`config.mk`:
```
export PLATFORM = sky130hd
export DESIGN_NAME = riscv_hwloop_regs
export DESIGN_NICKNAME = d
export VERILOG_FILES = /design/src/rtl/riscv_hwloop_pkg.sv /design/src/rtl/riscv_hwloop_regset.sv /design/src/rtl/riscv_hwloop_regs.sv
export SDC_FILE = /design/constraint.sdc
export NUM_CORES = 1
export LEC_CHECK = 0
export BUFFER_PORTS_ARGS = -buffer_cell sky130_fd_sc_hd__clkbuf_2
export CAP_MARGIN = 5
export CORE_MARGIN = 2
export CORE_UTILIZATION = 39
export DETAILED_ROUTE_END_ITERATION = 6
export PLACE_DENSITY_LB_ADDON = 0.12
export SLEW_MARGIN = 20
export SYNTH_ARGS = -nofsm -noshare
export SYNTH_HDL_FRONTEND = slang
export SYNTH_HIERARCHICAL = 1
export SYNTH_SLANG_ARGS = --single-unit
```
`constraint.sdc`:
```
create_clock -name clk -period 5.55 [get_ports clk]
set_input_delay 0.2775 -clock clk [delete_from_list [all_inputs] [get_ports clk]]
set_output_delay 0.2775 -clock clk [all_outputs]
set_load 0.05 [all_outputs]
```
`src/rtl/riscv_hwloop_pkg.sv`:
```
// Shared constants for the RI5CY hardware-loop register file.
// Holds the write-enable bit positions and the set-index width helper.
package riscv_hwloop_pkg;

  localparam int HWLP_WE_START    = 0;
  localparam int HWLP_WE_END      = 1;
  localparam int HWLP_WE_CNT      = 2;
  localparam int HWLP_MAX_REGSETS = 4;

  // Set index width is clog2(n), but never narrower than one bit.
  function automatic int regset_w(input int n);
    return (n <= 2) ? 1 : $clog2(n);
  endfunction

endpackage

```
`src/rtl/riscv_hwloop_regset.sv`:
```
// One hardware-loop set: start/end/counter registers plus the in-flight
// decrement bit that bridges controller issue (IF) and commit (ID).
module riscv_hwloop_regset (
  input  logic        clk,
  input  logic        rst,
  input  logic        i_we_start,
  input  logic        i_we_end,
  input  logic        i_we_cnt,
  input  logic [31:0] i_start_data,
  input  logic [31:0] i_end_data,
  input  logic [31:0] i_cnt_data,
  input  logic        i_dec_issue,
  input  logic        i_id_valid,
  input  logic        i_flush,
  output logic [31:0] o_start,
  output logic [31:0] o_end,
  output logic [31:0] o_cnt,
  output logic        o_pending,
  output logic        o_active
);

  logic [31:0] r_start;
  logic [31:0] r_end;
  logic [31:0] r_cnt;
  logic        r_pending;
  logic        w_commit;

  // A flush kills the in-flight decrement before it can retire.
  assign w_commit = r_pending && i_id_valid && !i_flush;

  always_ff @(posedge clk or posedge rst) begin
    if (rst) begin
      r_start   <= '0;
      r_end     <= '0;
      r_cnt     <= '0;
      r_pending <= 1'b0;
    end else begin
      if (i_we_start) r_start <= i_start_data;
      if (i_we_end)   r_end   <= i_end_data;

      // Explicit write beats the decrement; a zero counter never wraps.
      if (i_we_cnt)
        r_cnt <= i_cnt_data;
      else if (w_commit && (r_cnt != 32'd0))
        r_cnt <= r_cnt - 32'd1;

      if (i_flush)
        r_pending <= 1'b0;
      else if (i_dec_issue)
        r_pending <= 1'b1;
      else if (w_commit)
        r_pending <= 1'b0;
    end
  end

  assign o_start   = r_start;
  assign o_end     = r_end;
  assign o_cnt     = r_cnt;
  assign o_pending = r_pending;
  assign o_active  = (r_cnt != 32'd0);

endmodule

```
`src/rtl/riscv_hwloop_regs.sv`:
```
// Hardware-loop register file: decodes the ID/CSR write target and
// flattens N_REGSETS independent loop sets onto the output buses.
module riscv_hwloop_regs
  import riscv_hwloop_pkg::*;
#(
  parameter int N_REGSETS = 2,
  parameter int REGSET_W  = regset_w(N_REGSETS)
) (
  input  logic                    clk,
  input  logic                    rst,
  input  logic [31:0]             hwlp_start_data_i,
  input  logic [31:0]             hwlp_end_data_i,
  input  logic [31:0]             hwlp_cnt_data_i,
  input  logic [2:0]              hwlp_we_i,
  input  logic [REGSET_W-1:0]     hwlp_regid_i,
  input  logic [N_REGSETS-1:0]    hwlp_dec_cnt_i,
  input  logic                    id_valid_i,
  input  logic                    flush_i,
  output logic [32*N_REGSETS-1:0] hwlp_start_addr_o,
  output logic [32*N_REGSETS-1:0] hwlp_end_addr_o,
  output logic [32*N_REGSETS-1:0] hwlp_counter_o,
  output logic [N_REGSETS-1:0]    hwlp_dec_cnt_id_o,
  output logic [N_REGSETS-1:0]    hwlp_active_o
);

  for (genvar k = 0; k < N_REGSETS; k++) begin : g_set
    logic w_sel;

    // Out-of-range ids match no set, so such writes fall on the floor.
    assign w_sel = (hwlp_regid_i == REGSET_W'(k));

    riscv_hwloop_regset u_set (
      .clk          (clk),
      .rst          (rst),
      .i_we_start   (w_sel && hwlp_we_i[HWLP_WE_START]),
      .i_we_end     (w_sel && hwlp_we_i[HWLP_WE_END]),
      .i_we_cnt     (w_sel && hwlp_we_i[HWLP_WE_CNT]),
      .i_start_data (hwlp_start_data_i),
      .i_end_data   (hwlp_end_data_i),
      .i_cnt_data   (hwlp_cnt_data_i),
      .i_dec_issue  (hwlp_dec_cnt_i[k]),
      .i_id_valid   (id_valid_i),
      .i_flush      (flush_i),
      .o_start      (hwlp_start_addr_o[32*k +: 32]),
      .o_end        (hwlp_end_addr_o[32*k +: 32]),
      .o_cnt        (hwlp_counter_o[32*k +: 32]),
      .o_pending    (hwlp_dec_cnt_id_o[k]),
      .o_active     (hwlp_active_o[k])
    );
  end

endmodule

```
Word-level counts from Yosys, hierarchy flattened
Index checks and enable logic that the tools add are counted.
{"block": "word_totals", "in_bits": 106, "word_cells": 40, "ff_bits": 194, "output_inout_bits": 196}
{"block": "op_classes", "reduce_logical": 19, "addsub": 2, "bitwise": 1, "mux": 10}
{"cell": "2-to-1 mux 32 bit", "count": 4}
{"cell": "nonzero test 32 bit", "count": 2}
{"cell": "subtractor 32 x 1 -> 32 bit (second input constant)", "count": 2}
{"cell": "logical AND 1 bit", "count": 12}
{"cell": "2-to-1 mux 1 bit", "count": 6}
{"cell": "nonzero test 3 bit", "count": 2}
{"cell": "nonzero test 2 bit", "count": 2}
{"cell": "zero test 1 bit", "count": 1}
{"cell": "inverter 1 bit", "count": 1}

Longest topological paths before layout
{"block": "logic_depth", "depth_word": 5, "ltp_mapped": 10, "depth_no_buf": 8}

Hierarchy
The synthesis kept the hierarchy.
{"mod": "riscv_hwloop_regset at g_set[0].u_set", "n_inst": 1, "seq_area_each_um2": 2427.3, "cells_each": 400, "area_per_inst_um2": 4584.4}
{"mod": "riscv_hwloop_regset at g_set[1].u_set", "n_inst": 1, "seq_area_each_um2": 2427.3, "cells_each": 380, "area_per_inst_um2": 4516.8}
{"mod": "riscv_hwloop_regs", "n_inst": 1, "seq_area_each_um2": 0.0, "cells_each": 6, "area_per_inst_um2": 37.5}

Worst setup path before layout
No wires, ideal clock.
{"block": "synth_timing", "path_kind": "register to register", "startpoint": "register g_set[1].u_set.r_cnt[28]", "endpoint": "register g_set[1].u_set.r_cnt[18]", "path_buffers": 2, "period_less_slack_ps": 2583, "path_slack_ps": 2967, "setup_ps": 69, "required_time_ps": 5481, "arrival_ps": 2514, "stages_incl_launch_ff": 9, "path_cell_list": "dfrtp_1 > or4_4 > or3_1 > buf_6 > nor3_4 > buf_6 > inv_4 > a311o_1 > nand3_1"}
{"block": "synth_between", "elab_chain_cells": 3}
{"item": "from (decl)", "line_no": "riscv_hwloop_regset.sv:24", "text": "logic [31:0] r_cnt;"}
{"item": "from (signal assigned)", "line_no": "riscv_hwloop_regset.sv:43", "text": "r_cnt <= i_cnt_data;"}
{"item": "from (signal assigned)", "line_no": "riscv_hwloop_regset.sv:45", "text": "r_cnt <= r_cnt - 32'd1;"}
{"item": "nonzero test 32 bit"}
{"item": "named net hwlp_active_o[1]", "line_no": "riscv_hwloop_regs.sv:23", "text": "output logic [N_REGSETS-1:0] hwlp_active_o"}
{"item": "logical AND 1 bit", "line_no": "riscv_hwloop_regset.sv:44", "text": "else if (w_commit && (r_cnt != 32'd0))"}
{"item": "nonzero test 2 bit (no source line)"}
The timed path passes the listed nets, and every way through them passes these cells.
A chain may end at the register's enable or synchronous reset.

Final worst setup path
{"block": "layout_timing", "startpoint": "register g_set[0].u_set.r_cnt[29]", "endpoint": "output port hwlp_active_o[0]"}
{"block": "layout_between", "elab_chain_cells": 1}
{"item": "from (decl)", "line_no": "riscv_hwloop_regset.sv:24"}
{"item": "from (signal assigned)", "line_no": "riscv_hwloop_regset.sv:43"}
{"item": "from (signal assigned)", "line_no": "riscv_hwloop_regset.sv:45"}
{"item": "nonzero test 32 bit", "line_no": "riscv_hwloop_regset.sv:60", "text": "assign o_active = (r_cnt != 32'd0);"}
{"item": "to (decl)", "line_no": "riscv_hwloop_regs.sv:23"}
Every way passes these cells.

==> impl_results.md <==
* RR Startpoint: g_set[0].u_set/o_cnt[29]
* Routed WL at 26.5 mm
* Die height at 157 µm
* Multi-input logic area at 3980 µm²
* FF+latch area at 4850 µm²
* Fin crit period at 3320 ps
* Slew @ Worst Pin at 1080 ps
* Synthesized area at 9140 µm²
* Total CTS buffers at 17
* Slew Limit Headroom at 0.280
* Hold Startpoint: hwlp_dec_cnt_i[0]
* I/O pins at 302
* Max IR drop VDD at 0.170 mV
* Post-synthesis sequential area ratio at 0.531
* Synth async-reset ratio at 1.00
* Crit path max fanout at 25
* Number of global-route vias before repair at 7199
* # H-tree levels at 4
* Largest net degree at the start of global routing at 55
* Syn Nets at 894
* Clock sink count at 194
* Most used flip-flop cell after synthesis: dfrtp_1
* # DRC at 0
* Clk buf depth at 2
* EDFF count, synth at 0
* Worst Hold End: g_set[0].u_set/o_pending
* Startpoint types: flop
* Vias per cell at 5.39
* DP Wirelength at 19.5 mm
* Final period utilization at 0.599
* Worst min path class: primary input to flop
* Fraction of layout cells with a size suffix above 1 at 0.464
* Die Wd at 157 µm
* R2R setup slack at 2820 ps
* CP Class: flop to output pin
* Antenna viol nets, final at 0
* Leak at 5.08 nW
* Overflow left after global routing at 0
* Clock root buffer master: clkbuf_16
* Pwr dens at 385 nW/µm²
* Starting Density at 0.393
* Synth Area per Inst at 11.6 µm²
* Worst setup EP type: output pin
* DRT Pass-1 Iters at 6
* Initial antenna violation count at 0
* Antenna diode count at 0
* IO Port Bufs at 301
* Core Region at 23300 µm²
* Status: finished, final reports clean
* Max Clk Rate at 301 MHz
* Final max-slew violation count at 0
* Pwr Total at 4.43 mW
* MaxCap Viol Count at 0
* CTS tree: done
* Synth cell types at 68
* Setup bufs post-CTS at 0
* Synth-to-layout area growth at 26.0%
* Fillers at 2220
* Fin. Hold Viols at 0
* Worst-path clk slew at 80 ps
* Total GRT Usage at 0.212
* Fin Hold WS at 60.2 ps
* Latest clock arrival within the worst-skew pair at 430 ps
* Die ar. at 24700 µm²
* Setup violators final at 0
* Hold path depth at 3
* Iteration-0 DRC Markers at 418
* Via count at 7555
* Rows at 56
* Gate Count Post-Synth at 786
* Synthesized flop and latch total at 194
* Yosys warnings at 6
* Launch point of the worst path: g_set[0].u_set/o_cnt[29]
* Setup tns final at 0 ps
* Critical Path AT at 3050 ps
* Final Skew at 15.4 ps
* Worst EP required at 5270 ps
* First-pass GRT wire length at 40.6 mm
* Wire length per cell at 18.9 µm
* RSZ-0062 raised after global routing: false
* Depth of the most critical reg-to-reg path at 6
* Nets at 1177
* RD Place Congestion at 0.866
* Reg2reg end: g_set[0].u_set/o_cnt[6]
## timing repair
action	in CTS	in global routing
gates resized for setup	0	0
hold buffers	1	0
endpoints found under the hold margin	62	0
## logic make-up after synthesis
group                      share of synthesized area
DFF                                            0.531
buffers and inverters                         0.0338
xor gates and xnor gates                     0.00671
muxes                                          0.161
and+or+nand+nor                                0.181
AOI/OAI and AO/OA                             0.0834
adders and majority gates                    0.00274
## flip-flops by register name, summed over array words and instances (netlist names)
name and count:
g_set.u_set/o_cnt 64, g_set.u_set/o_start 64, g_set.u_set/o_pending 2, g_set.u_set/o_end 64
## stage by stage
stage          utilization  setup slack, ps  std cells  instance area, µm²
3_5_place_dp         0.468             2750       1368               10900
5_1_grt              0.495             2050       1401               11500
4_1_cts              0.495             2260       1401               11500
6_report             0.495             2230       1401               11500
3_3_place_gp         0.468             2760       1368               10900
2_1_floorplan            -             2740        786                9140
## cells in the final DEF, fill, tap and decap left out, types with 15 or more instances in the layout
cell / count
nand3_1: 29
dfrtp_1: 194
nor3_1: 17
a31oi_1: 26
or4_1: 31
mux2_2: 129
nor4_1: 15
nand2_1: 44
clkbuf_16: 17
nor2_1: 51
clkbuf_2: 301
or3_1: 19
o21ai_0: 18
## synth_stat cells, types with 3 or more instances
master | n | area, µm²
nand2_1 | 44 | 165
nand4b_1 | 3 | 26.3
or4_4 | 5 | 56.3
o21ai_1 | 4 | 20.0
nor3b_1 | 4 | 30.0
buf_1 | 13 | 48.8
mux2_2 | 129 | 1450
nor4_1 | 15 | 93.8
nand2b_1 | 6 | 37.5
a31oi_1 | 26 | 163
clkbuf_1 | 25 | 93.8
o41ai_1 | 5 | 43.8
nor2b_1 | 11 | 68.8
a2111oi_0 | 3 | 26.3
nor2_1 | 51 | 191
buf_6 | 8 | 90.1
xor2_1 | 5 | 43.8
nand3_1 | 29 | 145
o211ai_1 | 12 | 90.1
nor3_1 | 17 | 85.1
o31ai_1 | 9 | 67.6
or3_1 | 19 | 119
a221o_1 | 3 | 30.0
nand4_1 | 9 | 56.3
o2111ai_1 | 3 | 26.3
or2_2 | 5 | 31.3
and2_1 | 5 | 31.3
o31a_1 | 5 | 43.8
inv_1 | 14 | 52.6
or4_1 | 31 | 233
a21oi_1 | 6 | 30.0
a311o_1 | 4 | 40.0
o21ai_0 | 18 | 90.1
dfrtp_1 | 194 | 4850
## layout make-up
class                   instances  share of cell area
clock buffers                  17              0.0369
repair buffers                312               0.138
inverters                      17             0.00619
well taps                     319              0.0347
flip-flops and latches        194               0.422
multi-input cells             527               0.346
clock inverters                15              0.0166
## routing by layer
metal  up-vias  GRT usage  wire, µm
met3        44     0.0463      1790
li1       3503          -         -
met5         -          0         0
met4         0     0.0732       754
met1      3711      0.288     11600
met2       297      0.335     12400
## worst max-delay path, stage by stage, from the launching register on
cell and delay, ps:
dfrtp_1 420, or4_1 600, nor3b_2 380, and4_1 800, inv_2 130, clkbuf_2 280
## power breakdown
group / switching, mW / internal, mW / total [mW]
registers: 0.173 / 1.61 / 1.78
logic: 1.03 / 0.355 / 1.38
clock network: 0.614 / 0.651 / 1.26
## worst max path at each step
stage / end / cells after the start
after CTS: hwlp_active_o[0] / 5
final: hwlp_active_o[0] / 5
after detailed placement: hwlp_active_o[0] / 5
after floorplan: g_set[0].u_set/o_cnt[0] / 1
after global routing: hwlp_active_o[0] / 5
after global placement: hwlp_active_o[0] / 5
No activity file was read; power rests on OpenSTA's default activity.
